[src/rtl/alu_pipe.sv]
// Handshaked ALU: single-cycle logic/arithmetic ops plus a multi-cycle multiply path.
// One request in flight or held at a time, so results always leave in issue order.
module alu_pipe #(
  parameter int W       = 8,
  parameter int MUL_LAT = 3,
  parameter int TAG_W   = 4
) (
  input  logic               clk,
  input  logic               rst,
  input  logic               in_valid,
  output logic               in_ready,
  input  logic               mode,
  input  logic [3:0]         cmd,
  input  logic [1:0]         inp_valid,
  input  logic               cin,
  input  logic [W-1:0]       opa,
  input  logic [W-1:0]       opb,
  input  logic [TAG_W-1:0]   tag,
  output logic               out_valid,
  input  logic               out_ready,
  output logic [2*W-1:0]     res,
  output logic [TAG_W-1:0]   out_tag,
  output logic               cout,
  output logic               ov,
  output logic               g,
  output logic               l,
  output logic               e,
  output logic               err
);

  // state | meaning
  // IDLE  | no multiply in flight; requests accepted when output can take a result
  // MUL   | multiply in flight; cnt counts down to the completion edge

  localparam int SH_W  = $clog2(W);
  localparam int CNT_W = (MUL_LAT > 1) ? $clog2(MUL_LAT) : 1;
  localparam logic [CNT_W-1:0] CNT_LOAD = CNT_W'(MUL_LAT - 1);
  localparam logic [W:0]       ONE1     = (W+1)'(1);

  typedef enum logic {IDLE, MUL} state_t;

  state_t           state;
  logic [CNT_W-1:0] cnt;
  logic [W:0]       mul_a, mul_b;
  logic [TAG_W-1:0] mul_tag;
  logic [2*W-1:0]   prod;
  logic             accept;

  logic [W:0]       ext_a, ext_b, cin_w;
  logic [W:0]       add_r, addc_r, sub_r, subc_r, inca_r, deca_r, incb_r, decb_r;
  logic [W-1:0]     s_add_r, s_sub_r, rol_r, ror_r;
  logic             s_add_ov, s_sub_ov, s_gt, s_lt;
  logic [SH_W-1:0]  amt;
  logic [SH_W:0]    amt_inv;
  logic             rot_bad;

  logic             need_a, need_b, known, c_rot;
  logic [2*W-1:0]   c_res;
  logic             c_cout, c_ov, c_g, c_l, c_e, c_err, c_mul;
  logic [W:0]       c_ma, c_mb;

  assign in_ready = !rst && (state == IDLE) && (!out_valid || out_ready);
  assign accept   = in_valid && in_ready;

  assign ext_a  = {1'b0, opa};
  assign ext_b  = {1'b0, opb};
  assign cin_w  = {{W{1'b0}}, cin};
  assign add_r  = ext_a + ext_b;
  assign addc_r = ext_a + ext_b + cin_w;
  assign sub_r  = ext_a - ext_b;
  assign subc_r = ext_a - ext_b - cin_w;
  assign inca_r = ext_a + ONE1;
  assign deca_r = ext_a - ONE1;
  assign incb_r = ext_b + ONE1;
  assign decb_r = ext_b - ONE1;

  assign s_add_r  = opa + opb;
  assign s_sub_r  = opa - opb;
  assign s_add_ov = (opa[W-1] == opb[W-1]) && (s_add_r[W-1] != opa[W-1]);
  assign s_sub_ov = (opa[W-1] != opb[W-1]) && (s_sub_r[W-1] != opa[W-1]);
  assign s_gt     = $signed(opa) > $signed(opb);
  assign s_lt     = $signed(opa) < $signed(opb);

  // Shifting by the full width yields zero, so amount 0 returns A unchanged.
  assign amt     = opb[SH_W-1:0];
  assign amt_inv = (SH_W+1)'(W) - {1'b0, amt};
  assign rol_r   = (opa << amt) | (opa >> amt_inv);
  assign ror_r   = (opa >> amt) | (opa << amt_inv);
  assign rot_bad = |opb[W-1:SH_W];

  // Truncated product: only the low 2W bits are ever needed.
  assign prod = {{(W-1){1'b0}}, mul_a} * {{(W-1){1'b0}}, mul_b};

  always_comb begin
    need_a = 1'b0;
    need_b = 1'b0;
    known  = 1'b1;
    c_rot  = 1'b0;
    c_res  = '0;
    c_cout = 1'b0;
    c_ov   = 1'b0;
    c_g    = 1'b0;
    c_l    = 1'b0;
    c_e    = 1'b0;
    c_err  = 1'b0;
    c_mul  = 1'b0;
    c_ma   = '0;
    c_mb   = '0;
    if (mode) begin
      case (cmd)
        4'd0:  begin need_a = 1'b1; need_b = 1'b1;
                 c_res = {{(W-1){1'b0}}, add_r};  c_cout = add_r[W];  end
        4'd1:  begin need_a = 1'b1; need_b = 1'b1;
                 c_res = {{(W-1){1'b0}}, sub_r};  c_ov = sub_r[W];    end
        4'd2:  begin need_a = 1'b1; need_b = 1'b1;
                 c_res = {{(W-1){1'b0}}, addc_r}; c_cout = addc_r[W]; end
        4'd3:  begin need_a = 1'b1; need_b = 1'b1;
                 c_res = {{(W-1){1'b0}}, subc_r}; c_ov = subc_r[W];   end
        4'd4:  begin need_a = 1'b1;
                 c_res = {{(W-1){1'b0}}, inca_r}; c_cout = inca_r[W]; end
        4'd5:  begin need_a = 1'b1;
                 c_res = {{(W-1){1'b0}}, deca_r}; c_ov = deca_r[W];   end
        4'd6:  begin need_b = 1'b1;
                 c_res = {{(W-1){1'b0}}, incb_r}; c_cout = incb_r[W]; end
        4'd7:  begin need_b = 1'b1;
                 c_res = {{(W-1){1'b0}}, decb_r}; c_ov = decb_r[W];   end
        4'd8:  begin need_a = 1'b1; need_b = 1'b1;
                 c_g = opa > opb; c_l = opa < opb; c_e = opa == opb; end
        4'd9:  begin need_a = 1'b1; need_b = 1'b1; c_mul = 1'b1;
                 c_ma = inca_r; c_mb = incb_r; end
        4'd10: begin need_a = 1'b1; need_b = 1'b1; c_mul = 1'b1;
                 c_ma = {opa, 1'b0}; c_mb = ext_b; end
        4'd11: begin need_a = 1'b1; need_b = 1'b1;
                 c_res = {{W{s_add_r[W-1]}}, s_add_r}; c_ov = s_add_ov;
                 c_g = s_gt; c_l = s_lt; c_e = opa == opb; end
        4'd12: begin need_a = 1'b1; need_b = 1'b1;
                 c_res = {{W{s_sub_r[W-1]}}, s_sub_r}; c_ov = s_sub_ov;
                 c_g = s_gt; c_l = s_lt; c_e = opa == opb; end
        default: known = 1'b0;
      endcase
    end else begin
      case (cmd)
        4'd0:  begin need_a = 1'b1; need_b = 1'b1; c_res = {{W{1'b0}}, opa & opb};    end
        4'd1:  begin need_a = 1'b1; need_b = 1'b1; c_res = {{W{1'b0}}, ~(opa & opb)}; end
        4'd2:  begin need_a = 1'b1; need_b = 1'b1; c_res = {{W{1'b0}}, opa | opb};    end
        4'd3:  begin need_a = 1'b1; need_b = 1'b1; c_res = {{W{1'b0}}, ~(opa | opb)}; end
        4'd4:  begin need_a = 1'b1; need_b = 1'b1; c_res = {{W{1'b0}}, opa ^ opb};    end
        4'd5:  begin need_a = 1'b1; need_b = 1'b1; c_res = {{W{1'b0}}, ~(opa ^ opb)}; end
        4'd6:  begin need_a = 1'b1; c_res = {{W{1'b0}}, ~opa};                 end
        4'd7:  begin need_b = 1'b1; c_res = {{W{1'b0}}, ~opb};                 end
        4'd8:  begin need_a = 1'b1; c_res = {{W{1'b0}}, 1'b0, opa[W-1:1]};     end
        4'd9:  begin need_a = 1'b1; c_res = {{W{1'b0}}, opa[W-2:0], 1'b0};     end
        4'd10: begin need_b = 1'b1; c_res = {{W{1'b0}}, 1'b0, opb[W-1:1]};     end
        4'd11: begin need_b = 1'b1; c_res = {{W{1'b0}}, opb[W-2:0], 1'b0};     end
        4'd12: begin need_a = 1'b1; need_b = 1'b1; c_rot = 1'b1;
                 c_res = {{W{1'b0}}, rol_r}; end
        4'd13: begin need_a = 1'b1; need_b = 1'b1; c_rot = 1'b1;
                 c_res = {{W{1'b0}}, ror_r}; end
        default: known = 1'b0;
      endcase
    end
    // Any error collapses to the single-cycle path with only err set.
    if (!known || (need_a && !inp_valid[0]) || (need_b && !inp_valid[1]) ||
        (c_rot && rot_bad)) begin
      c_res  = '0;
      c_cout = 1'b0;
      c_ov   = 1'b0;
      c_g    = 1'b0;
      c_l    = 1'b0;
      c_e    = 1'b0;
      c_err  = 1'b1;
      c_mul  = 1'b0;
    end
  end

  always_ff @(posedge clk or posedge rst) begin
    if (rst) begin
      state     <= IDLE;
      cnt       <= '0;
      mul_a     <= '0;
      mul_b     <= '0;
      mul_tag   <= '0;
      out_valid <= 1'b0;
      res       <= '0;
      out_tag   <= '0;
      cout      <= 1'b0;
      ov        <= 1'b0;
      g         <= 1'b0;
      l         <= 1'b0;
      e         <= 1'b0;
      err       <= 1'b0;
    end else begin
      case (state)
        IDLE: begin
          if (accept && c_mul) begin
            state   <= MUL;
            cnt     <= CNT_LOAD;
            mul_a   <= c_ma;
            mul_b   <= c_mb;
            mul_tag <= tag;
          end
        end
        MUL: begin
          if (cnt == '0) state <= IDLE;
          else           cnt   <= cnt - 1'b1;
        end
        default: state <= IDLE;
      endcase

      if (accept && !c_mul) begin
        out_valid <= 1'b1;
        res       <= c_res;
        out_tag   <= tag;
        cout      <= c_cout;
        ov        <= c_ov;
        g         <= c_g;
        l         <= c_l;
        e         <= c_e;
        err       <= c_err;
      end else if (state == MUL && cnt == '0) begin
        // Output register is guaranteed empty here: accepting a multiply drained it.
        out_valid <= 1'b1;
        res       <= prod;
        out_tag   <= mul_tag;
        cout      <= 1'b0;
        ov        <= 1'b0;
        g         <= 1'b0;
        l         <= 1'b0;
        e         <= 1'b0;
        err       <= 1'b0;
      end else if (out_valid && out_ready) begin
        out_valid <= 1'b0;
      end
    end
  end

endmodule

[config.mk]
export PLATFORM = sky130hd
export DESIGN_NAME = alu_pipe
export DESIGN_NICKNAME = d
export VERILOG_FILES = /design/src/rtl/alu_pipe.sv
export SDC_FILE = /design/constraint.sdc
export NUM_CORES = 1
export LEC_CHECK = 0
export CAP_MARGIN = 10
export CORE_MARGIN = 2
export CORE_UTILIZATION = 65
export DETAILED_ROUTE_END_ITERATION = 7
export DONT_BUFFER_PORTS = 1
export GPL_ROUTABILITY_DRIVEN = 0
export PLACE_DENSITY = 0.81
export SLEW_MARGIN = 20
export SYNTH_ARGS = -nofsm -noshare
export SYNTH_HDL_FRONTEND = slang
export SYNTH_SLANG_ARGS = --single-unit
[constraint.sdc]
create_clock -name clk -period 4.9 [get_ports clk]
set_input_delay 0.98 -clock clk [delete_from_list [all_inputs] [get_ports clk]]
set_output_delay 0.98 -clock clk [all_outputs]
set_load 0.02 [all_outputs]
==> results by group, run 1 <==
Die
  – Starting Density: 67.3%
  – Area of the core: 13300 sq um
  – Num ports: 60
  – Die H: 122 um
  – Row count: 42
  – Die ar.: 14800 sq um
  – DIE WIDTH: 122 um

Pwr
  – Comb power frac: 64.3%
  – Leak pwr: 0.00400 uW
  – Sequential share of power: 21.6%
  – Power Density: 310 nW/um^2
  – Int Power: 1490 uW
  – Switching part of the total power: 47.5%
  – Post-layout power: 2830 uW
  – Switching Power: 1350 uW
  – Worst vdd ir: 0.000191 V
  – Share of total power in the clock network: 14.1%

CTS
  – Cts repair resizes: 0
  – Hold buffer count at cts: 0
  – CTS H-tree lvls: 2
  – Num Clock Sinks: 52
  – CTS tree: done
  – CTS Buf Count: 5
  – Worst-Skew Late Latency: 300 ps
  – Clock tree buffer depth: 2
  – Root Driver: clkbuf_16
  – Clk pin slew, worst setup/hold paths: 70 ps
  – Post-CTS setup buffer count: 0

Setup path
  – Worst setup SP type: register
  – CP max stage cell: fa_1
  – Kind of critical path: register to register
  – Required time of the critical path: 5080 ps
  – Top cell by count, worst path: fa_1
  – Arr. time, crit path: 4980 ps
  – Crit. End Element: register
  – R2r setup slk: 100 ps
  – Crit-path max cell delay: 550 ps
  – Crit path max fanout: 10
  – Cell Chain, Critical Path: and2_1 > fa_1 > fa_1 > fa_1 > inv_1 > fa_1 > inv_1 > ha_1 > or2_2 > a21oi_1 > nor2b_1 > o22ai_1 > o21ai_0 > xnor2_1 > o221a_2

Timing
  – Final setup vio count: 0
  – Hold_ws: 484 ps
  – RSZ-0062 raised after global routing: no
  – Min Tclk post-route: 4800 ps
  – Clock Skew: 7.91 ps
  – Worst-margin pin slew: 1030 ps
  – Slew headroom: 30.8%
  – Fin. max-slew vios: 0
  – FMAX: 208 MHz
  – Tcrit/Tclk final: 97.9%
  – Setup tns final: 0 ps
  – Final count of hold timing violations: 0

Synthesis
  – XOR/XNOR Fraction of Synth Area: 6.22%
  – Dominant cells by area after synthesis: dfrtp_1 14%, fa_1 11%, ha_1 9.6%, nand2_1 5.2%, inv_1 5.1%
  – Share of the synthesized area in the top cell type: 14.5%
  – Number of synthesized flops with an enable pin: 0
  – #FFs+latches synth: 52
  – Synth Area in Adders: 21.0%
  – Area leader, netlist: dfrtp_1
  – Netlist cell types: 85
  – Largest family of logic cells by synthesized area: compound AO/OA/AOI/OAI gates
  – Syn_area_per_cell: 7.50 sq um
  – Mux share of post-synthesis cell area: 2.77%
  – Cell count after synthesis: 1198
  – Register area share after synthesis: 14.5%
  – Compound-cell area share of the yosys netlist: 24.8%
  – Simple-gate share of the synthesized area: 22.1%
  – Net Count, Synth: 1350
  – Asr flop ratio synth: 100%
  – Syn Std Cell Area: 8990 sq um
  – Yosys synthesis warning count: 0
  – Ys flop type: dfrtp_1

Place
  – # port buffers: 0
  – Final HPWL DP: 21500 um
  – Placed inst area: 8970 sq um

Cells and area
  – Ant. Diodes: 0
  – Layout Nets: 1289
  – Design area: 9140 sq um
  – Commonest cells after routing, fill and taps aside: 125 x nand2_1, 121 x inv_1, 87 x nor2_1
  – Number of fillers in the final layout: 1145
  – Commonest non-fill, non-tap cell in the layout: nand2_1
  – Share of layout cells above drive strength 1: 4.92%
  – Synthesis-to-finish area growth: 1.67%

Drt
  – Via count: 9069
  – Post-route DRC: 12
  – DRT Pass-1 Iters: 8
  – DRT iter0 DRCs: 1453
  – Routed Antenna Nets: 0
  – Post-Route WL: 28400 um
  – Vias per cell: 6.90
  – DR WL/cell: 21.6 um

Job
  – Max_cap viols: 0

Worst hold path
  – Hold Path Class: register to register

GRT
  – Largest net degree at the start of global routing: 53
  – Gr usage total: 38.8%
  – Vias in the first global route: 8617
  – Total congestion overflow: 0
  – Initial antenna violation count: 0
  – First-pass GRT wire length: 45400 um

Status
  – Status: complete, but fails checks
  – Failing checks: design-rule violations
per-layer routing:
| metal | wire [um] | GRT usage (%) |
|---|---|---|
| met1 | 10700 | 49.5 |
| met3 | 3030 | 6.74 |
| met5 | 0 | 0 |
| met4 | 1610 | 16.5 |
| met2 | 13000 | 65.1 |
flip-flops by register name, indices dropped and copies added, names as in the netlist:
register / cells
res: 16
mul_a: 9
mul_b: 9
mul_tag: 4
out_tag: 4
cnt: 2
cout: 1
e: 1
err: 1
g: 1
l: 1
out_valid: 1
ov: 1
state: 1
worst paths after layout:
check | start | endpoint | depth (start not counted)
max | mul_a[2]$_DFFE_PP0P_ | res[15]$_DFFE_PP0P_ | 15
min | mul_tag[3]$_DFFE_PP0P_ | mul_tag[3]$_DFFE_PP0P_ | 2
max reg2reg | mul_a[2]$_DFFE_PP0P_ | res[15]$_DFFE_PP0P_ | 15
min reg2reg | mul_tag[3]$_DFFE_PP0P_ | mul_tag[3]$_DFFE_PP0P_ | 2
max in group asynchronous | rst | mul_b[4]$_DFFE_PP0P_ | 1
min in group asynchronous | rst | e$_DFFE_PP0P_ | 1
Yosys cell counts, types with 9 or more instances:
library cell and instances:
nand2_1 125, inv_1 122, nor2_1 87, a21oi_1 79, o21ai_0 72, ha_1 69, dfrtp_1 52, clkbuf_1 51
fa_1 51, xnor2_1 51, and2_1 45, nand3_1 35, nor3_1 30, o22ai_1 27, buf_2 19, a22oi_1 18
mux2i_1 17, o211ai_1 15, a211oi_1 13, nand2b_1 13, nor2b_1 12, xor2_1 11, a31oi_1 10, and3_1 9
power by group through the flow:
stage,logic [uW],registers (uW),clock network (uW)
after CTS,1800,611,405
after global routing,2030,624,417
final,1820,613,399
after floorplan,1440,567,0
after detailed placement,1780,620,0
after global placement,1720,613,0
area by class of cell:
| cell class | instances | area, sq um | share of cell area (%) |
|---|---|---|---|
| Clock buffer | 6 | 129 | 1.41 |
| Clock inverter | 2 | 38.8 | 0.424 |
| Inverter | 123 | 463 | 5.07 |
| Multi-Input combinational cell | 945 | 6910 | 75.6 |
| Sequential cell | 52 | 1300 | 14.2 |
| Tap cell | 176 | 220 | 2.41 |
| Timing Repair Buffer | 10 | 75.1 | 0.821 |
kinds of logic (layout without fill, tap and decap cells):
group / Yosys count / count (layout)
and+or+nand+nor: 404 / 404
buffers and inverters: 201 / 141
muxes: 23 / 23
adders and majority gates: 120 / 120
DFF: 52 / 52
AOI/OAI and AO/OA: 335 / 335
xor gates and xnor gates: 63 / 63
stage by stage:
stage | util (%) | setup WS, ps | instances
final | 68.5 | 101 | 1314
after global routing | 68.5 | 27.2 | 1314
after CTS | 68.4 | 154 | 1314
after detailed placement | 67.2 | 176 | 1306
after global placement | 67.2 | 369 | 1306
after floorplan | - | 416 | 1198
worst max-delay path, delay by kind of cell (launching register included):
kind / cells / cell delay (ps)
XOR/XNOR: 1 / 160
flip-flops: 1 / 480
buffers and inverters: 2 / 90
AO/OA/AOI/OAI: 4 / 880
AND/OR/NAND/NOR: 3 / 620
adder cells (fa/ha/maj): 5 / 2430
Power figures use the tool's default switching activity.
==> run 2: changes to the inputs <==
--- a/config.mk
+++ b/config.mk
@@ -6,7 +6,6 @@
 export NUM_CORES = 1
 export LEC_CHECK = 0
 export CAP_MARGIN = 10
-export CORE_MARGIN = 2
 export CORE_UTILIZATION = 65
 export DETAILED_ROUTE_END_ITERATION = 7
 export DONT_BUFFER_PORTS = 1
==> run 2 against run 1 <==
The run now ends clean. Via count rose by 0.52%. Register-to-register slack improved by 150 ps. Core utilization fell by 0.18 points. Cell count did not move. Sequential cell count did not move. Non-clock buffer count did not move. Sequential share of layout area rose by 0.051 points. Largest power group unchanged.
==> results by group, run 2 (same netlist as run 1, synthesis figures left out) <==
GRT
  – Total congestion overflow: 0 (unchanged)
  – Largest net degree at the start of global routing: 53 (unchanged)
  – Gr usage total: 39.8% (was 38.8%)
  – First-pass GRT wire length: 44800 um (was 45400 um)
  – Initial antenna violation count: 0 (unchanged)
  – Vias in the first global route: 8524 (was 8617)

CTS
  – Clk pin slew, worst setup/hold paths: 70 ps (about the same)
  – Hold buffer count at cts: 0 (unchanged)
  – CTS tree: done (unchanged)
  – Clock tree buffer depth: 2 (unchanged)
  – Root Driver: clkbuf_16 (unchanged)
  – Worst-Skew Late Latency: 300 ps (about the same)
  – Post-CTS setup buffer count: 0 (unchanged)
  – CTS H-tree lvls: 2 (unchanged)
  – Cts repair resizes: 0 (unchanged)
  – CTS Buf Count: 5 (unchanged)
  – Num Clock Sinks: 52 (unchanged)

Job
  – Max_cap viols: 0 (unchanged)

Setup path
  – Crit. End Element: register (unchanged)
  – Required time of the critical path: 5090 ps (was 5080 ps)
  – Worst reg2reg path depth: 15 (unchanged)
  – R2R Path End: res[15]$_DFFE_PP0P_ (unchanged)
  – Crit path capture: res[15]$_DFFE_PP0P_ (unchanged)
  – Arr. time, crit path: 4840 ps (was 4980 ps)
  – Crit path launch: mul_a[3]$_DFFE_PP0P_ (was mul_a[2]$_DFFE_PP0P_)
  – R2r setup slk: 250 ps (was 100 ps)
  – Kind of critical path: register to register (unchanged)
  – FF-to-FF Start: mul_a[3]$_DFFE_PP0P_ (was mul_a[2]$_DFFE_PP0P_)
  – Crit path max fanout: 10 (unchanged)
  – Worst setup SP type: register (unchanged)

Drt
  – Via count: 9116 (was 9069)
  – Post-route DRC: 0 (was 12)
  – Post-Route WL: 28400 um (about the same)
  – Vias per cell: 6.94 (was 6.90)
  – DRT iter0 DRCs: 1245 (was 1453)
  – Routed Antenna Nets: 0 (unchanged)
  – DR WL/cell: 21.6 um (about the same)
  – DRT Pass-1 Iters: 6 (was 8)

Die
  – Num ports: 60 (unchanged)
  – Row count: 42 (unchanged)
  – Die ar.: 14300 sq um (was 14800 sq um)
  – Area of the core: 13300 sq um (unchanged)
  – DIE WIDTH: 120 um (was 122 um)
  – Starting Density: 67.3% (unchanged)
  – Die H: 120 um (was 122 um)

Cells and area
  – Share of layout cells above drive strength 1: 5.01% (was 4.92%)
  – Max reg flops: 16 (unchanged)
  – Layout Nets: 1289 (unchanged)
  – Commonest cells after routing, fill and taps aside: 125 x nand2_1, 121 x inv_1, 87 x nor2_1 (unchanged)
  – Synthesis-to-finish area growth: 1.41% (was 1.67%)
  – Commonest non-fill, non-tap cell in the layout: nand2_1 (unchanged)
  – Number of fillers in the final layout: 1149 (was 1145)
  – Ant. Diodes: 0 (unchanged)
  – Largest registers: res x16, mul_a x9, mul_b x9 (unchanged)
  – Seq. cell area: 1300 sq um (about the same)
  – Final core utilization: 68.3% (was 68.5%)
  – Multi-input combinational cell area: 6910 sq um (about the same)
  – Most flop-heavy register: res (unchanged)

Pwr
  – Switching Power: 1330 uW (was 1350 uW)
  – Leak pwr: 0.00399 uW (was 0.00400 uW)
  – Comb power frac: 65.1% (was 64.3%)
  – Sequential share of power: 22.2% (was 21.6%)
  – Power Density: 303 nW/um^2 (was 310 nW/um^2)
  – Int Power: 1440 uW (was 1490 uW)
  – Worst vdd ir: 0.000236 V (was 0.000191 V)
  – Share of total power in the clock network: 12.7% (was 14.1%)
  – Switching part of the total power: 48.0% (was 47.5%)

Timing
  – Clock Skew: 11.1 ps (was 7.91 ps)
  – Slew headroom: 26.6% (was 30.8%)
  – RSZ-0062 raised after global routing: no (unchanged)
  – Worst-margin pin slew: 1090 ps (was 1030 ps)
  – Tcrit/Tclk final: 94.9% (was 97.9%)
  – Final count of hold timing violations: 0 (unchanged)
  – Min Tclk post-route: 4650 ps (was 4800 ps)
  – FMAX: 215 MHz (was 208 MHz)
  – Final setup vio count: 0 (unchanged)
  – Setup tns final: 0 ps (unchanged)
  – Hold_ws: 484 ps (about the same)
  – Fin. max-slew vios: 0 (unchanged)

Place
  – # port buffers: 0 (unchanged)
  – Final HPWL DP: 21600 um (was 21500 um)

Worst hold path
  – Hold_sp: mul_tag[0]$_DFFE_PP0P_ (was mul_tag[3]$_DFFE_PP0P_)
  – Hold Path Class: register to register (unchanged)

Status
  – Status: finished clean (was complete, but fails checks)
## run 2: cell count changes in the layout (fill, tap and decap cells not counted), sizes merged
cell      previous run  this run
bufinv               1         0
clkbuf               6         5
clkinv               2         3
clkinvlp             0         1
## run 2: power by group through the flow
stage / Combinational [uW] / Sequential, uW / Clock [uW]
detailed placement: 1780 / 619 / 0
global route: 2000 / 624 / 369
global placement: 1720 / 614 / 0
CTS: 1800 / 612 / 351
finish: 1800 / 614 / 352
floorplan: 1440 / 567 / 0
## run 2: routing by layer
metal | track usage [%] | vias up | part of all wire (%)
li1 | - | 4072 | -
met1 | 49.8 | 4260 | 37
met2 | 63.9 | 638 | 45
met3 | 7.84 | 146 | 11
met4 | 23.2 | 0 | 6.1
met5 | 0 | - | 0
## run 2: cell type report
class,instances,share of cell area [%]
Timing Repair Buffer,10,0.824
Tap cell,176,2.42
Inverter,123,5.08
Sequential cell,52,14.3
Clock inverter,3,0.233
Clock buffer,5,1.37
Multi-Input combinational cell,945,75.8
## run 2: critical path, stage by stage (launching register included)
cell and delay [ps]:
dfrtp_1 480, and2_1 220, fa_1 530, inv_1 50
fa_1 530, inv_1 60, fa_1 550, inv_1 70
fa_1 530, inv_1 50, ha_1 220, or4_1 510
o22ai_1 220, o21ai_0 150, xnor2_1 140, o221a_2 250
## run 2: worst min-delay path by stage
stage | to | slack (ps) | cells after the start
after floorplan | mul_tag[0]$_DFFE_PP0P_ | 450 | 2
after global placement | mul_tag[1]$_DFFE_PP0P_ | 460 | 2
after detailed placement | mul_tag[0]$_DFFE_PP0P_ | 470 | 2
after CTS | mul_tag[0]$_DFFE_PP0P_ | 480 | 2
after global routing | mul_tag[0]$_DFFE_PP0P_ | 490 | 2
final | mul_tag[0]$_DFFE_PP0P_ | 480 | 2
## run 2: stage by stage
| stage | cells | area (sq um) | power, uW | setup WS [ps] |
|---|---|---|---|---|
| finish | 1314 | 9110 | 2760 | 250 |
| global route | 1314 | 9110 | 2990 | 8.48 |
| CTS | 1314 | 9110 | 2760 | 251 |
| detailed placement | 1306 | 8970 | 2400 | 245 |
| global placement | 1306 | 8970 | 2330 | 351 |
| floorplan | 1198 | 8990 | 2000 | 416 |
==> run 3: changes to the inputs <==
--- a/config.mk
+++ b/config.mk
@@ -6,11 +6,13 @@
 export NUM_CORES = 1
 export LEC_CHECK = 0
 export CAP_MARGIN = 10
+export CORE_ASPECT_RATIO = 0.8
 export CORE_UTILIZATION = 65
 export DETAILED_ROUTE_END_ITERATION = 7
 export DONT_BUFFER_PORTS = 1
 export GPL_ROUTABILITY_DRIVEN = 0
 export PLACE_DENSITY = 0.81
+export SETUP_SLACK_MARGIN = 0.15
 export SLEW_MARGIN = 20
 export SYNTH_ARGS = -nofsm -noshare
 export SYNTH_HDL_FRONTEND = slang
==> run 3 against run 2 <==
The run now ends with design-rule violations left. Sequential power about the same. Cell count increased by 0.46%. Global-route usage increased by 1.5 points. Sequential cell count unchanged. Total power up 4.9%. Largest cell class unchanged.
==> results by group, run 3 (same netlist as run 1, synthesis figures left out) <==
Status
  – Status: complete, but fails checks (was finished clean)
  – Failing checks: design-rule violations

CTS
  – Root Driver: clkbuf_16 (unchanged)
  – CTS H-tree lvls: 2 (unchanged)
  – Hold buffer count at cts: 0 (unchanged)
  – Clock tree buffer depth: 2 (unchanged)
  – Num Clock Sinks: 52 (unchanged)
  – Clk pin slew, worst setup/hold paths: 70 ps (about the same)
  – CTS Buf Count: 5 (unchanged)
  – Worst-Skew Late Latency: 300 ps (about the same)
  – CTS tree: done (unchanged)

Drt
  – Routed Antenna Nets: 0 (unchanged)
  – Post-Route WL: 29800 um (was 28400 um)
  – Post-route DRC: 16 (was 0)
  – DRT iter0 DRCs: 1596 (was 1245)
  – DRT Pass-1 Iters: 8 (was 6)
  – Via count: 9273 (was 9116)
  – Vias per cell: 7.03 (was 6.94)
  – DR WL/cell: 22.6 um (was 21.6 um)

Setup path
  – Kind of critical path: register to register (unchanged)
  – Crit-path max cell delay: 550 ps (about the same)
  – Arr. time, crit path: 4920 ps (was 4840 ps)
  – Cell Chain, Critical Path: nand2_1 > fa_1 > fa_1 > inv_1 > fa_1 > inv_1 > fa_1 > inv_1 > ha_1 > a21boi_0 > o21ai_1 > a21oi_1 > a31oi_1 > xnor2_1 > o221a_2 (was and2_1 > fa_1 > inv_1 > fa_1 > inv_1 > fa_1 > inv_1 > fa_1 > inv_1 > ha_1 > or4_1 > o22ai_1 > o21ai_0 > xnor2_1 > o221a_2)
  – CP max stage cell: fa_1 (unchanged)
  – R2R Path End: res[14]$_DFFE_PP0P_ (was res[15]$_DFFE_PP0P_)
  – Worst setup SP type: register (unchanged)
  – Crit path capture: res[14]$_DFFE_PP0P_ (was res[15]$_DFFE_PP0P_)
  – Top cell by count, worst path: fa_1
  – Required time of the critical path: 5100 ps (was 5090 ps)
  – Worst reg2reg path depth: 15 (unchanged)
  – Critical Path Stages: 15 (unchanged)
  – FF-to-FF Start: mul_a[0]$_DFFE_PP0P_ (was mul_a[3]$_DFFE_PP0P_)
  – Crit path launch: mul_a[0]$_DFFE_PP0P_ (was mul_a[3]$_DFFE_PP0P_)
  – Crit. End Element: register (unchanged)
  – CP top delay family: adder cells (unchanged)
  – R2r setup slk: 180 ps (was 250 ps)
  – Crit path max fanout: 10 (unchanged)
  – CP bufs+invs: 3 (was 4)

Cells and area
  – Share of layout cells above drive strength 1: 6.49% (was 5.01%)
  – Synthesis-to-finish area growth: 2.12% (was 1.41%)
  – Commonest cells after routing, fill and taps aside: 125 x nand2_1, 121 x inv_1, 87 x nor2_1 (unchanged)
  – Max reg flops: 16 (unchanged)
  – Seq. cell area: 1320 sq um (was 1300 sq um)
  – Multi-input combinational cell area: 6940 sq um (was 6910 sq um)
  – Ant. Diodes: 0 (unchanged)
  – Finished Layout Cells: 1320 (was 1314)
  – Number of fillers in the final layout: 1121 (was 1149)
  – Final core utilization: 68.0% (was 68.3%)
  – Most flop-heavy register: res (unchanged)
  – Commonest non-fill, non-tap cell in the layout: nand2_1 (unchanged)
  – Largest registers: res x16, mul_a x9, mul_b x9 (unchanged)
  – Layout Nets: 1291 (was 1289)

Timing
  – Fin. max-slew vios: 0 (unchanged)
  – Final setup vio count: 0 (unchanged)
  – Hold_ws: 488 ps (was 484 ps)
  – Setup tns final: 0 ps (unchanged)
  – Clock Skew: 7.20 ps (was 11.1 ps)
  – Tcrit/Tclk final: 96.4% (was 94.9%)
  – Final count of hold timing violations: 0 (unchanged)
  – RSZ-0062 raised after global routing: yes (was no)
  – Min Tclk post-route: 4720 ps (was 4650 ps)
  – FMAX: 212 MHz (was 215 MHz)
  – Slew headroom: 20.8% (was 26.6%)
  – Worst-margin pin slew: 1180 ps (was 1090 ps)

Pwr
  – Post-layout power: 2900 uW (was 2760 uW)
  – Leak pwr: 0.00399 uW (about the same)
  – Worst vdd ir: 0.000365 V (was 0.000236 V)
  – Power Density: 316 nW/um^2 (was 303 nW/um^2)

Job
  – Max_cap viols: 0 (unchanged)

Die
  – Num ports: 60 (unchanged)
  – Die H: 107 um (was 120 um)
  – Row count: 38 (was 42)
  – Die ar.: 14300 sq um (about the same)
  – Starting Density: 66.6% (was 67.3%)
  – DIE WIDTH: 133 um (was 120 um)
  – Area of the core: 13500 sq um (was 13300 sq um)

GRT
  – Initial antenna violation count: 2 (was 0)
  – Gr usage total: 41.3% (was 39.8%)
  – Total congestion overflow: 0 (unchanged)
  – Vias in the first global route: 8544 (was 8524)
  – First-pass GRT wire length: 45900 um (was 44800 um)
  – Largest net degree at the start of global routing: 53 (unchanged)

Worst hold path
  – Hold Path Class: register to register (unchanged)

Place
  – Final HPWL DP: 22000 um (was 21600 um)
  – # port buffers: 0 (unchanged)
  – Placed Cells incl. Taps: 1309 (was 1306)
-- run 3: cell types whose count changed in the layout (fill, tap and decap cells not counted), moves of 2 or more --
| cell | delta |
|---|---|
| dfrtp_1 | -10 |
| dfrtp_2 | +10 |
| nor4bb_1 | -2 |
| nor4bb_2 | +2 |
-- run 3: stage by stage --
step                      worst slack, ps  cell area, sq um
after floorplan                       416              8990
after CTS                             212              9130
after detailed placement              244              8980
after global routing                 35.0              9180
final                                 177              9180
after global placement                347              8980
-- run 3: how the worst min path moves through the flow --
stage                                 from                endpoint  depth (start not counted)
CTS                 mul_tag[0]$_DFFE_PP0P_  mul_tag[0]$_DFFE_PP0P_                          2
finish              mul_tag[2]$_DFFE_PP0P_  mul_tag[2]$_DFFE_PP0P_                          2
floorplan           mul_tag[0]$_DFFE_PP0P_  mul_tag[0]$_DFFE_PP0P_                          2
detailed placement  mul_tag[2]$_DFFE_PP0P_  mul_tag[2]$_DFFE_PP0P_                          2
global route        mul_tag[0]$_DFFE_PP0P_  mul_tag[0]$_DFFE_PP0P_                          2
global placement    mul_tag[2]$_DFFE_PP0P_  mul_tag[2]$_DFFE_PP0P_                          2
-- run 3: cell type report --
cell class                 instances  area share [%]
multi-input combinational        945            75.6
sequential                        52            14.3
clock inverter                     3           0.300
inverter                         123            5.04
tap                              180            2.45
timing repair buffer              12           0.954
clock buffer                       5            1.36
-- run 3: power by group --
group | switching (uW) | internal [uW] | leakage [uW] | total (uW)
clock network | 178 | 194 | 0.0000719 | 373
logic | 1130 | 786 | 0.00329 | 1910
registers | 124 | 491 | 0.000636 | 615
-- run 3: worst register-to-register path: stages (launching register included) --
cell	delay [ps]
dfrtp_1	540
nand2_1	140
fa_1	540
fa_1	550
inv_1	60
fa_1	520
inv_1	60
fa_1	540
inv_1	40
ha_1	350
a21boi_0	210
o21ai_1	130
a21oi_1	340
a31oi_1	180
xnor2_1	170
o221a_2	250
-- run 3: layer usage --
layer	vias to the layer above	track usage, %	wire, um	part of all wire (%)
met4	2	14.3	1260	4.2
li1	4062	-	-	-
met2	753	58.1	12000	40
met3	166	16.9	4820	16
met1	4290	56.7	11700	39
met5	-	0	9	0.030
-- run 3: repair_timing --
item | in CTS | in global routing
resized for setup | 0 | 15
setup buffers | 0 | 3
endpoints found under the hold margin | 0 | 0
setup endpoints to repair | 0 | 6
